File: src/rtl/qkd_sift_core.sv
// BB84 sifting engine: drops basis mismatches, sacrifices every CHECK_EVERY-th
// matched event for QBER estimation and shifts the remaining Bob bits into the key.
module qkd_sift_core #(
    parameter int KEY_WIDTH   = 128,
    parameter int CHECK_EVERY = 4,
    parameter int ERR_THRESH  = 8
) (
    input  logic                 clk,
    input  logic                 rst,
    input  logic                 start,
    input  logic                 photon_valid,
    output logic                 photon_ready,
    input  logic                 alice_bit,
    input  logic                 alice_basis,
    input  logic                 bob_basis,
    input  logic                 bob_bit,
    output logic [KEY_WIDTH-1:0] final_key,
    output logic                 key_valid,
    output logic                 busy,
    output logic                 abort,
    output logic [15:0]          err_count,
    output logic [15:0]          discard_count,
    output logic [15:0]          key_bits
);

    localparam int SW = (CHECK_EVERY > 2) ? $clog2(CHECK_EVERY) : 1;
    localparam logic [SW-1:0] LAST_SLOT = SW'(CHECK_EVERY - 1);
    localparam logic [15:0]   KEY_LAST  = 16'(KEY_WIDTH - 1);
    localparam logic [15:0]   ERR_LAST  = 16'(ERR_THRESH - 1);

    typedef enum logic [1:0] {
        ST_IDLE    = 2'd0,
        ST_COLLECT = 2'd1,
        ST_DONE    = 2'd2,
        ST_ABORT   = 2'd3
    } state_t;

    state_t                 r_state;
    logic [KEY_WIDTH-1:0]   r_key;
    logic                   r_key_valid;
    logic                   r_abort;
    logic [15:0]            r_err_count;
    logic [15:0]            r_discard_count;
    logic [15:0]            r_key_bits;
    logic [SW-1:0]          r_slot;

    logic w_accept;
    logic w_match;
    logic w_check_slot;
    logic w_bit_err;

    assign w_accept     = photon_valid && (r_state == ST_COLLECT);
    assign w_match      = (alice_basis == bob_basis);
    assign w_check_slot = (r_slot == LAST_SLOT);
    assign w_bit_err    = (alice_bit != bob_bit);

    // Control FSM, sifting counters and key shift register.
    always_ff @(posedge clk or posedge rst) begin
        if (rst) begin
            r_state         <= ST_IDLE;
            r_key           <= '0;
            r_key_valid     <= 1'b0;
            r_abort         <= 1'b0;
            r_err_count     <= 16'd0;
            r_discard_count <= 16'd0;
            r_key_bits      <= 16'd0;
            r_slot          <= '0;
        end else begin
            case (r_state)
                ST_COLLECT: begin
                    if (w_accept) begin
                        if (!w_match) begin
                            if (r_discard_count != 16'hFFFF) begin
                                r_discard_count <= r_discard_count + 16'd1;
                            end
                        end else if (w_check_slot) begin
                            r_slot <= '0;
                            if (w_bit_err) begin
                                r_err_count <= r_err_count + 16'd1;
                                if (r_err_count == ERR_LAST) begin
                                    r_state <= ST_ABORT;
                                    r_key   <= '0;
                                    r_abort <= 1'b1;
                                end
                            end
                        end else begin
                            // Key slot: only Bob's measurement matters here.
                            r_slot     <= r_slot + SW'(1);
                            r_key      <= {r_key[KEY_WIDTH-2:0], bob_bit};
                            r_key_bits <= r_key_bits + 16'd1;
                            if (r_key_bits == KEY_LAST) begin
                                r_state     <= ST_DONE;
                                r_key_valid <= 1'b1;
                            end
                        end
                    end
                end
                default: begin
                    // IDLE, DONE and ABORT all restart a fresh run on start.
                    if (start) begin
                        r_state         <= ST_COLLECT;
                        r_key           <= '0;
                        r_key_valid     <= 1'b0;
                        r_abort         <= 1'b0;
                        r_err_count     <= 16'd0;
                        r_discard_count <= 16'd0;
                        r_key_bits      <= 16'd0;
                        r_slot          <= '0;
                    end
                end
            endcase
        end
    end

    assign photon_ready  = (r_state == ST_COLLECT);
    assign busy          = (r_state == ST_COLLECT);
    assign final_key     = r_key;
    assign key_valid     = r_key_valid;
    assign abort         = r_abort;
    assign err_count     = r_err_count;
    assign discard_count = r_discard_count;
    assign key_bits      = r_key_bits;

endmodule

File: config.mk
export PLATFORM = sky130hd
export DESIGN_NAME = qkd_sift_core
export DESIGN_NICKNAME = d
export VERILOG_FILES = /design/src/rtl/qkd_sift_core.sv
export SDC_FILE = /design/constraint.sdc
export NUM_CORES = 1
export LEC_CHECK = 0
export ABC_AREA = 1
export CAP_MARGIN = 20
export CORE_MARGIN = 2
export CORE_UTILIZATION = 48
export CTS_CLUSTER_SIZE = 16
export DETAILED_ROUTE_END_ITERATION = 8
export PLACE_DENSITY = 0.84
export SYNTH_ARGS = -nofsm -noshare
export SYNTH_HDL_FRONTEND = slang
export SYNTH_SLANG_ARGS = --single-unit
File: constraint.sdc
create_clock -name clk -period 7.02 [get_ports clk]
set_clock_uncertainty 0.05 [all_clocks]
set_input_delay 1.404 -clock clk [delete_from_list [all_inputs] [get_ports clk]]
set_output_delay 1.404 -clock clk [all_outputs]
set_load 0.05 [all_outputs]
==> results of run 1 <==
-- power by group --
part	internal, mW	switching (mW)	leakage, nW	total (mW)
Clock	0.501	0.438	0.285	0.939
Sequential	1.10	0.0737	2.53	1.17
Combinational	0.194	0.807	2.54	1.00
-- kinds of logic after synthesis --
family | Yosys count | synth area share [%]
AO/OA/AOI/OAI | 51 | 2.99
XOR/XNOR | 7 | 0.705
adder cells (fa/ha/maj) | 4 | 0.576
buffers and inverters | 127 | 6.99
flip-flops | 182 | 52.4
multiplexers | 2 | 0.230
AND/OR/NAND/NOR | 695 | 36.1
-- stage by stage --
step / hold WS (ns) / util (%) / total power, mW
2_1_floorplan: 0.407 / - / 2.02
3_3_place_gp: 0.412 / 59.1 / 2.18
3_5_place_dp: 0.412 / 59.1 / 2.19
4_1_cts: 0.430 / 62.3 / 3.13
5_1_grt: 0.454 / 62.3 / 3.26
6_report: 0.427 / 62.3 / 3.11
-- Yosys cell counts (2+ instances only) --
library cell | instances | share of area, %
o21ai_0 | 19 | 1.1
buf_4 | 7 | 0.60
and2_1 | 3 | 0.22
nand3_1 | 62 | 3.6
buf_6 | 11 | 1.4
inv_2 | 4 | 0.17
dfrtp_1 | 182 | 52
nor2_1 | 66 | 2.8
nor2_4 | 2 | 0.26
mux2i_1 | 2 | 0.23
nand2_1 | 390 | 17
clkbuf_1 | 31 | 1.3
xnor2_1 | 3 | 0.30
a21oi_1 | 10 | 0.58
or2_2 | 2 | 0.14
nand4_1 | 155 | 11
buf_1 | 3 | 0.13
ha_1 | 4 | 0.58
inv_1 | 54 | 2.3
nor3_1 | 7 | 0.40
xor2_1 | 4 | 0.40
o21ai_1 | 20 | 1.2
nand2_2 | 4 | 0.29
buf_2 | 16 | 0.92
-- registers in the layout (all words and copies together) (netlist names) --
| name | cells |
|---|---|
| final_key | 128 |
| key_bits | 16 |
| r_slot | 2 |
| abort | 1 |
| key_valid | 1 |
| err_count | 16 |
| r_state | 2 |
| discard_count | 16 |
-- worst max-delay path, cell delays in order, from the launching register on --
cell and delay (ns):
dfrtp_1 0.43, nor2_4 0.12, buf_4 0.48, clkdlybuf4s50_1 0.92
-- final cells by class --
class	instances	area [sq um]
Clock buffer	18	429
Clock inverter	14	140
Fill cell	1481	6730
Inverter	59	230
Multi-Input combinational cell	759	3540
Sequential cell	182	4550
Tap cell	229	287
Timing Repair Buffer	194	1920
-- layout by cell type (no fill, tap or decap), types with 2 or more instances in the layout --
cell type        instances
nand2_1                390
clkdlybuf4s50_1        187
dfrtp_1                182
nand4_1                155
nor2_1                  65
nand3_1                 62
inv_1                   52
o21ai_1                 20
o21ai_0                 19
clkbuf_16               17
a21oi_1                 10
nor3_1                   7
buf_4                    7
inv_6                    5
clkinv_2                 4
inv_2                    4
xor2_1                   4
ha_1                     4
and2_1                   3
nand2_2                  3
nor2_4                   3
xnor2_1                  3
inv_8                    3
clkinv_4                 3
mux2i_1                  2
nand2_4                  2
or2_2                    2
-- worst max path at each step --
stage                          start  cells after the start       endpoint
after global placement         start                      9  final_key[78]
final                     r_state[1]                      3   photon_ready
after global routing           start                      9  final_key[63]
after floorplan                  rst                      1          abort
after CTS                 r_state[1]                      3           busy
after detailed placement       start                      9  final_key[69]
-- per-layer routing --
layer	wire length, um	share of wire [%]
met1	9560	43
met2	10800	48
met3	1840	8.2
met4	268	1.2
met5	0	0
==> metrics.cfg, run 1 <==
[power_and_ir_drop]
p_per_area_nw_per_um2 = 280
p_leak_nw = 5.35
ir_drop_v = 0.000235

[yosys]
syn_area_sq_um = 8690
syn-mean-instance-area_sq_um = 8.14
synth_cells = 1068
seq_area_frac_synth_pct = 52.4
synth_edf_count = 0
ys_ff_latch = 182
ys_types = 31
synth-async-reset-ratio_pct = 100
synth-main-ff-cell = dfrtp_1
synth_warnings = 0
syn-num-nets = 1080

[critical_path]
start_kind = flop
endpoint_kind = output pin
worst_ep_arrival_time_ns = 2.40
r2r_end = final_key[69]
ff2ff_setup_slack_ns = 3.49
crit_path_max_fanout = 55
r2r_cells = 8
worstReg2RegStart = r_slot[0]
crit_type = reg2out
worstPathRequired_ns = 5.57

[timing]
final-hold-violation-count = 0
slew_violations = 0
final.setup.worst_slack_ns = 3.17
layout_min_cycle_time_ns = 3.85
worst_pin_slew_ns = 1.12
period_share_pct = 54.9
setup_tns_ns = 0
report.final.setup_viol = 0
rsz0062_at_grt = false
max_freq_mhz = 260
slew-limit-headroom_pct = 25.2

[floorplan]
io-pin-count = 188
row_count = 49
coreArea_sq_um = 17800
die_h_um = 139
die_x_um = 139
start_util_pct = 48.7
dieArea_sq_um = 19200

[worst_hold_path]
hold_start = final_key[127]
min_path_type = reg2reg
hold_end = final_key[127]
min_path_cells = 2

[route]
vias_per_cell = 5.51
avgRoutedWirePerCell_um = 15.4
drt_pass1_iterations = 5
vias = 8012
drt_iter0_markers = 601
drc = 0
antenna_left = 0
wl_mm = 22.4

[layout]
finalInstanceArea_sq_um = 11100
syn2layout_area_growth_pct = 27.8
drive_gt1_share_pct = 4.65
fin_nets = 1225
diodes = 0
fin_cells = 1455

[placed_design]
preCtsSetupSlack_ns = 2.81
dp.cells = 1423
dpl.hpwl_mm = 14.3
place_congestion = 0.900
post_dp_cell_area_sq_um = 10500
io_buffer_count = 187

[grt]
grt_pass1_vias = 7332
grt_pass1_wl_mm = 37.3
use_met1_pct = 32.2
use_met2_pct = 36.0
grt_antenna_before_repair = 0
grt-busiest-layer = met2
grt_overflow = 0
grt_max_degree = 111
use_met3_pct = 7.25
grtUsageTotal_pct = 23.2

[cts]
cts_setup_buffers = 0
h-tree-depth = 4
clkSlewWorstSetupHoldPaths_ns = 0.07
clock_latency_ns = 0.42
cts-buffers-inserted = 17
cts-resized-gates = 0
cts_tree = yes
clock_sinks = 182
clock-root-buffer = clkbuf_16
cts_buffer_depth = 2
cts_hold_buf = 0

[run]
cap_violations = 0

[outcome]
status = completed

No activity file was read; power rests on OpenSTA's default activity.
==> run 2, diff against run 1 <==
==> constraint.sdc (replaced) <==
create_clock -name clk -period 4.05 [get_ports clk]
set_clock_uncertainty 0.05 [all_clocks]
set_input_delay 0.81 -clock clk [delete_from_list [all_inputs] [get_ports clk]]
set_output_delay 0.81 -clock clk [all_outputs]
set_load 0.05 [all_outputs]
==> metrics.cfg, run 2 (synthesis results as in run 1) <==
[layout]
final_core_util_pct = 63.0  ; +0.74 points
fin_nets = 1229  ; +0.33%
syn2layout_area_growth_pct = 29.3
diodes = 0  ; unchanged
mostFrequentLayoutCell = nand2_1
fill_cells = 1486  ; +0.34%
largest_reg_flops = 128  ; unchanged
final_cell_mix = nand2_1, clkdlybuf4s50_1, dfrtp_1
drive_gt1_share_pct = 5.04  ; +0.39 points

[cts]
clock-root-buffer = clkbuf_16
cts_buffer_depth = 2  ; unchanged
cts-buffers-inserted = 17  ; unchanged
cts_hold_buf = 0  ; unchanged
h-tree-depth = 4  ; unchanged
clkSlewWorstSetupHoldPaths_ns = 0.07  ; about the same
clock_latency_ns = 0.43  ; about the same
cts_tree = yes
cts-resized-gates = 0  ; unchanged
cts_setup_buffers = 0  ; unchanged
clock_sinks = 182  ; unchanged

[placed_design]
place_congestion = 0.918  ; +2.1%
dpl.hpwl_mm = 14.6  ; +2.0%
io_buffer_count = 187  ; unchanged

[timing]
max_freq_mhz = 348
setup_tns_ns = 0  ; unchanged
final-hold-violation-count = 0  ; unchanged
report.final.setup_viol = 0  ; unchanged
layout_min_cycle_time_ns = 2.87
period_share_pct = 70.9
worst_pin_slew_ns = 0.894  ; -0.228 ns
slew_violations = 0  ; unchanged
hold_slack_ns = 0.430  ; +0.00302 ns
slew-limit-headroom_pct = 40.4  ; +15 points
rsz0062_at_grt = false

[grt]
grt_overflow = 0  ; unchanged
grt_pass1_wl_mm = 38.1  ; +2.1%
grt_max_degree = 133  ; +20%
grt_pass1_vias = 7427  ; +1.3%
grt_antenna_before_repair = 0  ; unchanged
grtUsageTotal_pct = 23.9  ; +0.66 points

[floorplan]
start_util_pct = 48.7  ; unchanged
dieArea_sq_um = 19200  ; unchanged
io-pin-count = 188  ; unchanged
coreArea_sq_um = 17800  ; unchanged
die_h_um = 139  ; unchanged
row_count = 49  ; unchanged
die_x_um = 139  ; unchanged

[critical_path]
endpoint_kind = output pin
crit_path_max_fanout = 10  ; -82%
r2r_end = final_key[59]
crit_type = reg2out
crit_slowest_cell = clkdlybuf4s50_1
worst_ep_arrival_time_ns = 2.01  ; -0.39 ns
cp-endpoint = busy
r2r_cells = 9  ; +1
startpoint = r_state[1]
ff2ff_setup_slack_ns = 1.50  ; -1.99 ns
start_kind = flop
worstReg2RegStart = err_count[0]
slowest_delay_ns = 0.87  ; -0.05 ns
worstPathRequired_ns = 3.19  ; -2.38 ns
worstPathCellList = nor2_4 > clkdlybuf4s50_1

[route]
drt_pass1_iterations = 7  ; +2
wl_mm = 22.9  ; +2.1%
drt_iter0_markers = 711  ; +18%
drc = 0  ; unchanged
avgRoutedWirePerCell_um = 15.7  ; +1.8%
vias_per_cell = 5.55  ; +0.81%
antenna_left = 0  ; unchanged
vias = 8099  ; +1.1%

[run]
cap_violations = 0  ; unchanged

[worst_hold_path]
min_path_type = reg2reg

[power_and_ir_drop]
p_per_area_nw_per_um2 = 495  ; +77%
p_leak_nw = 5.40  ; +0.83%
ir_drop_v = 0.000389  ; +65%

[outcome]
status = completed

## run 2: cell types whose count changed in the layout (fill, tap and decap cells not counted)
| cell | previous run | this run |
|---|---|---|
| clkinvlp_4 | 0 | 3 |
| inv_6 | 5 | 4 |
| clkinv_2 | 4 | 1 |
| clkinv_8 | 0 | 2 |
| buf_12 | 0 | 4 |
| clkinv_4 | 3 | 2 |
| clkbuf_8 | 0 | 1 |
| inv_8 | 3 | 2 |
| bufinv_16 | 1 | 2 |
| clkbuf_1 | 1 | 0 |
## run 2: stage by stage
step	area, sq um	total power [mW]	instances	setup WS [ns]
6_report	11200	5.57	1459	1.18
5_1_grt	11200	5.85	1459	1.10
4_1_cts	11200	5.60	1459	1.15
3_5_place_dp	10600	3.87	1427	0.981
3_3_place_gp	10600	3.85	1427	1.03
2_1_floorplan	8700	3.50	1068	0.853
## run 2: critical path: cells and delay by family, from the launching register on
family	cells	cell delay, ns
buffers and inverters	1	0.87
flip-flops	1	0.41
AND/OR/NAND/NOR	1	0.30
## run 2: how the worst min path moves through the flow
stage,startpoint,end,depth (start not counted)
2_1_floorplan,r_slot[1],r_slot[1],2
3_3_place_gp,final_key[127],final_key[127],2
3_5_place_dp,final_key[127],final_key[127],2
4_1_cts,r_slot[0],r_slot[0],1
5_1_grt,r_slot[0],r_slot[0],1
6_report,r_slot[0],r_slot[0],1
## run 2: report_power, final
part | switching, mW | internal, mW | total, mW | leakage, nW
Combinational | 1.43 | 0.381 | 1.82 | 2.57
Clock | 0.769 | 0.955 | 1.72 | 0.297
Sequential | 0.126 | 1.90 | 2.03 | 2.53
Total | 2.33 | 3.24 | 5.57 | 5.40
## run 2: layer usage
| layer | GRT usage, % | vias up | wire [um] |
|---|---|---|---|
| met2 | 37.2 | 311 | 11000 |
| met4 | 7.68 | 0 | 427 |
| met3 | 6.32 | 33 | 1790 |
| li1 | - | 3866 | - |
| met5 | 0 | - | 0 |
| met1 | 33.0 | 3889 | 9700 |
## run 2: area by class of cell
class	instances	area, sq um	area share, %
well taps	229	287	2.55
clock buffers	18	439	3.91
clock inverters	14	183	1.63
multi-input cells	759	3540	31.5
inverters	59	229	2.04
repair buffers	198	2000	17.8
flip-flops and latches	182	4550	40.5
